File: src/rtl/rv32i_types_pkg.sv
// rv32i_types_pkg: shared types for the instruction/data memory-port arbiter.
package rv32i_types_pkg;

    // Arbiter FSM states.
    typedef enum logic [1:0] {
        IDLE    = 2'd0,
        GRANT_I = 2'd1,
        GRANT_D = 2'd2
    } arb_state_t;

    // Which requester owns (or last owned) the shared port.
    typedef enum logic {
        GNT_I = 1'b0,
        GNT_D = 1'b1
    } arb_grant_t;

    // Fetches always move a full word.
    localparam logic [3:0] FETCH_BYTE_EN = 4'hF;

    // Map a winning requester onto the FSM state that serves it.
    function automatic arb_state_t grant_state(input arb_grant_t gnt);
        return (gnt == GNT_D) ? GRANT_D : GRANT_I;
    endfunction

endpackage

File: src/rtl/arb_priority_sel.sv
// arb_priority_sel: picks the winner between fetch and data requests.
// Build option ARB_ROUND_ROBIN_EN: alternate on contention using a last-grant
// flop (reset value GNT_I, so data wins the first contention). Without it,
// data always beats fetch and no state is kept.
module arb_priority_sel
    import rv32i_types_pkg::*;
(
`ifdef ARB_ROUND_ROBIN_EN
    input  logic       CLK,
    input  logic       nRST,
    input  logic       take,
`endif
    input  logic       i_req,
    input  logic       d_req,
    output logic       any_req,
    output arb_grant_t winner
);

`ifdef ARB_ROUND_ROBIN_EN
    arb_grant_t last_grant;

    // Remember who was granted most recently; updated only when a grant is taken.
    always_ff @(posedge CLK or negedge nRST) begin
        if (!nRST) begin
            last_grant <= GNT_I;
        end else if (take) begin
            last_grant <= winner;
        end
    end

    // On contention, favour whoever was not granted last.
    always_comb begin
        winner = GNT_I;
        if (i_req && d_req) begin
            winner = (last_grant == GNT_D) ? GNT_I : GNT_D;
        end else if (d_req) begin
            winner = GNT_D;
        end
    end
`else
    // Fixed priority: any data request beats a fetch.
    always_comb begin
        winner = d_req ? GNT_D : GNT_I;
    end
`endif

    assign any_req = i_req || d_req;

endmodule

File: src/rtl/mem_port_arbiter.sv
// mem_port_arbiter: shares one memory port between instruction fetch and
// data load/store. A request seen in IDLE is latched and granted next cycle;
// the grant is held until the shared port reports done (m_busy low).
// Build option ARB_ROUND_ROBIN_EN selects round-robin instead of data-first
// arbitration (handled inside arb_priority_sel).
module mem_port_arbiter
    import rv32i_types_pkg::*;
#(
    parameter int ADDR_W = 32,
    parameter int WORD_W = 32
) (
    input  logic              CLK,
    input  logic              nRST,
    // fetch requester
    input  logic              i_ren,
    input  logic [ADDR_W-1:0] i_addr,
    output logic [WORD_W-1:0] i_rdata,
    output logic              i_busy,
    // data requester
    input  logic              d_ren,
    input  logic              d_wen,
    input  logic [ADDR_W-1:0] d_addr,
    input  logic [WORD_W-1:0] d_wdata,
    input  logic [3:0]        d_byte_en,
    output logic [WORD_W-1:0] d_rdata,
    output logic              d_busy,
    // shared memory port
    output logic              m_ren,
    output logic              m_wen,
    output logic [ADDR_W-1:0] m_addr,
    output logic [WORD_W-1:0] m_wdata,
    output logic [3:0]        m_byte_en,
    input  logic [WORD_W-1:0] m_rdata,
    input  logic              m_busy
);

    arb_state_t        state;
    arb_state_t        state_next;
    arb_grant_t        winner;
    logic              any_req;
    logic              d_req;
    logic              take;

    // Request captured at grant time; later requester changes are ignored.
    logic              lat_wen;
    logic [ADDR_W-1:0] lat_addr;
    logic [WORD_W-1:0] lat_wdata;
    logic [3:0]        lat_byte_en;

    assign d_req = d_ren || d_wen;
    assign take  = (state == IDLE) && any_req;

    arb_priority_sel u_sel (
`ifdef ARB_ROUND_ROBIN_EN
        .CLK     (CLK),
        .nRST    (nRST),
        .take    (take),
`endif
        .i_req   (i_ren),
        .d_req   (d_req),
        .any_req (any_req),
        .winner  (winner)
    );

    // State register; async reset drops any in-flight access.
    // NOTE: sequential state uses non-blocking (<=) so every flop samples
    // pre-edge values regardless of statement order.
    always_ff @(posedge CLK or negedge nRST) begin
        if (!nRST) begin
            state <= IDLE;
        end else begin
            state <= state_next;
        end
    end

    // Latch the winner's request when a grant is taken out of IDLE.
    always_ff @(posedge CLK or negedge nRST) begin
        if (!nRST) begin
            lat_wen     <= 1'b0;
            lat_addr    <= '0;
            lat_wdata   <= '0;
            lat_byte_en <= '0;
        end else if (take) begin
            if (winner == GNT_D) begin
                // Read and write together is treated as a write.
                lat_wen     <= d_wen;
                lat_addr    <= d_addr;
                lat_wdata   <= d_wen ? d_wdata : '0;
                lat_byte_en <= d_byte_en;
            end else begin
                lat_wen     <= 1'b0;
                lat_addr    <= i_addr;
                lat_wdata   <= '0;
                lat_byte_en <= FETCH_BYTE_EN;
            end
        end
    end

    // Next-state and all outputs; the port is quiet in IDLE.
    // NOTE: every signal gets a default before the case so no path leaves
    // one unassigned, which would otherwise infer a latch.
    always_comb begin
        state_next = state;
        m_ren      = 1'b0;
        m_wen      = 1'b0;
        m_addr     = '0;
        m_wdata    = '0;
        m_byte_en  = '0;
        i_rdata    = '0;
        d_rdata    = '0;
        i_busy     = i_ren;
        d_busy     = d_req;

        case (state)
            IDLE: begin
                if (any_req) begin
                    state_next = grant_state(winner);
                end
            end
            GRANT_I, GRANT_D: begin
                m_ren     = !lat_wen;
                m_wen     = lat_wen;
                m_addr    = lat_addr;
                m_wdata   = lat_wdata;
                m_byte_en = lat_byte_en;
                if (!m_busy) begin
                    state_next = IDLE;
                    // Completion: hand back data and release the owner's busy.
                    if (state == GRANT_I) begin
                        i_rdata = m_rdata;
                        i_busy  = 1'b0;
                    end else begin
                        d_rdata = m_rdata;
                        d_busy  = 1'b0;
                    end
                end
            end
            default: begin
                state_next = IDLE;
            end
        endcase
    end

endmodule
File: config.mk
export PLATFORM = sky130hd
export DESIGN_NAME = mem_port_arbiter
export DESIGN_NICKNAME = d
export VERILOG_FILES = /design/src/rtl/rv32i_types_pkg.sv /design/src/rtl/arb_priority_sel.sv /design/src/rtl/mem_port_arbiter.sv
export SDC_FILE = /design/constraint.sdc
export NUM_CORES = 1
export LEC_CHECK = 0
export BUFFER_PORTS_ARGS = -buffer_cell sky130_fd_sc_hd__buf_4
export CORE_MARGIN = 5
export CORE_UTILIZATION = 35
export DETAILED_ROUTE_END_ITERATION = 10
export GPL_ROUTABILITY_DRIVEN = 0
export PLACE_DENSITY_LB_ADDON = 0.15
export SYNTH_ARGS = -nofsm -noshare
export SYNTH_HDL_FRONTEND = slang
export SYNTH_SLANG_ARGS = --single-unit
File: constraint.sdc
create_clock -name CLK -period 2 [get_ports CLK]
set_clock_uncertainty 0.2 [all_clocks]
set_input_delay 0.2 -clock CLK [delete_from_list [all_inputs] [get_ports CLK]]
set_output_delay 0.2 -clock CLK [all_outputs]
set_load 0.005 [all_outputs]
==> flow_metrics.py <==
metrics = {
    "clocking": {
        "insertion_delay_ns": 0.32,
        "cts_root_buffer": "clkbuf_16",
        "clock_path_buffers": 2,
        "clkSinkCount": 71,
        "clk_pin_slew_ns": 0.05,
        "cts_tree": "built",
        "htreeDepth": 3,
        "cts_buffers": 9,
    },
    "sta": {
        "fin_ws_ns": -0.193,
        "setup_tns_ns": -11.77,
        "period_minus_slack_ns": 2.19,
        "hold_violations": 0,
        "rsz0062_at_grt": "true",
        "slew_headroom_pct": 69.0,
        "finalSetupViolCount": 102,
        "fmax_mhz": 456,
        "fin_crit_sh_pct": 110,
        "worst_pin_slew_ns": 0.465,
        "drv_slew": 0,
    },
    "place": {
        "portBuffers": 273,
        "dpl.hpwl_mm": 10.7,
        "place_area_mm2": 0.00623,
    },
    "power": {
        "ir_drop_v": 0.000766,
        "p_leak_nw": 4.12,
        "p_per_area_mw_per_mm2": 1320,
    },
    "global_route": {
        "grt_overflow": 0,
        "grt_pass1_wl_mm": 22.5,
        "grt_max_degree": 52,
        "grt_pass1_vias": 4504,
        "track_usage_pct": 21.1,
        "antenna_found_initial": 0,
    },
    "synthesis": {
        "synth_most_common_cell": "nand2_1",
        "synth_cell_type_count": 24,
        "yosysWarnings": 0,
        "yosysTopAreaCell": "dfrtp_1",
        "synth_top_area_share_pct": 44.3,
        "ys_seq_elements": 71,
        "ys_seq_area_share_pct": 44.3,
        "synthFlopType": "dfrtp_1",
        "synth_edf_count": 0,
        "yosys-top-cells-area": "dfrtp_1 44%, and2_1 16%, nand2_1 9.6%",
        "netlist_instances": 464,
        "async_flop_share_pct": 100,
        "synth_commonest_cells": "103 x nand2_1, 102 x and2_1, 71 x dfrtp_1",
        "synth_area_mm2": 0.00401,
        "syn_nets": 605,
        "avgSynthCellArea_um2": 8.64,
    },
    "die": {
        "die_y_um": 117,
        "die_w_um": 117,
        "core_area_mm2": 0.0113,
        "die_area_mm2": 0.0137,
        "io_pins": 274,
        "initial_utilization_pct": 35.4,
        "placementRows": 39,
    },
    "setup_path": {
        "required_ns": 1.60,
        "path_cells": "inv_2, ha_4, and2b_1, and2b_4, clkbuf_16, and2_4, buf_6",
        "slowest_delay_ns": 0.38,
        "crit_family": "simple AND/OR/NAND/NOR gates",
        "crit_path_start_kind": "flop",
        "cp_slowest_cell": "dfrtp_1",
        "crit_path_max_fanout": 8,
        "crit_arrival_ns": 1.79,
        "critPathBufInv": 3,
        "end_kind": "primary output",
        "critical_path_class": "reg2out",
    },
    "routing": {
        "vias": 4583,
        "wl_per_cell_um": 16.8,
        "via_per_inst": 4.74,
        "drt_pass1_iterations": 4,
        "final_antenna_net_count": 0,
        "drt-total-wl_mm": 16.2,
        "drtIter0Drc": 149,
        "drc": 0,
    },
    "cells_and_area": {
        "final_area_mm2": 0.00787,
        "antennaDiodeCount": 0,
        "multi_input_area_mm2": 0.00217,
        "fillers": 861,
        "layout-drive-gt1-share_pct": 43.5,
        "final_nets": 959,
        "area_growth_pct": 96.3,
        "ff_latch_area_mm2": 0.00178,
    },
    "outcome": {
        "outcome": "finished with violations",
        "violations": "setup timing",
    },
    "min_path": {
        "hold_path.class": "in2reg",
    },
    "flow_run": {
        "maxCapViolCount": 0,
    },
}
[final cells by class]
type	instances	share of cell area (%)
clock inverter	6	1.37
timing repair buffer	381	43.1
multi-input combinational	353	27.6
sequential	71	22.6
inverter	2	0.0954
tap	143	2.27
clock buffer	10	3.04
[state kept, by name, indices dropped and copies added, names as in the netlist]
register	cells
state	2
lat_byte_en	4
lat_wdata	32
lat_addr	32
lat_wen	1
[tightest hold or removal path, cell delays in order]
cell and delay [ns]:
buf_4 0.08, mux2i_1 0.05, o21ai_0 0.16
[cells in the final DEF (no fill, tap or decap), drive strengths merged, types with 15 or more instances in the layout]
cell type	Yosys	routed
buf	13	293
dlygate4sd3	0	83
nand2	103	103
and2	102	102
nand3	32	32
and3	32	32
clkbuf	25	15
o21ai	34	34
mux2i	32	32
dfrtp	71	71
[through the flow]
step                setup WS [ns]  std cells  utilization, %  hold WS [ns]  total power, mW
detailed placement         0.0814        857            55.0       -0.0200             7.30
floorplan                  0.0418        464               -        -0.296             4.78
finish                     -0.193        966            69.5       0.00345             10.4
global placement            0.117        857            55.0       -0.0204             7.16
CTS                        -0.234        958            66.2      0.000352             9.65
global route               -0.273        966            69.5       0.00895             11.1
[what timing repair did]
item / CTS / global route
setup buffers: 1 / 1
pin swaps: 0 / 24
setup endpoints to repair: 134 / 115
hold buffers: 83 / 0
gates resized for setup: 14 / 71
hold endpoints to repair: 95 / 0
cloned: 1 / 7
[layer usage]
metal	part of all wire [%]	GRT usage, %	routed length [um]	vias up
met3	7.9	5.14	1290	29
met2	56	40.9	9020	179
met5	0	0	0	-
met4	2.5	6.80	397	0
met1	34	22.3	5490	2148
li1	-	-	-	2227
[cells by family (layout without fill, tap and decap cells)]
kind of cell	count (synthesis)	count (layout)	share of synthesized area [%]
multiplexers	32	32	7.99
AND/OR/NAND/NOR	274	274	35.4
AO/OA/AOI/OAI	44	44	6.46
flip-flops	71	71	44.3
adder cells (fa/ha/maj)	3	3	0.936
buffers and inverters	40	399	4.87
[final timing paths]
kind                               startpoint             to  slack [ns]  depth (start not counted)
worst max register to register       state[0]       state[1]        0.20                          7
worst min-delay path               d_addr[16]   lat_addr[16]       0.003                          3
min in group asynchronous                nRST  lat_wdata[25]        0.19                          2
worst min register to register  lat_wdata[22]  lat_wdata[22]        0.26                          2
worst max-delay path                 state[1]    d_rdata[28]       -0.19                          7
max in group asynchronous                nRST  lat_wdata[29]        0.82                          3
[power breakdown]
| group | internal, mW | leakage, nW | switching [mW] | total (mW) |
|---|---|---|---|---|
| clock | 1.25 | 0.168 | 0.587 | 1.83 |
| combinational | 3.37 | 3.06 | 2.81 | 6.18 |
| sequential | 2.09 | 0.885 | 0.294 | 2.38 |
No activity file was read; power rests on OpenSTA's default activity.
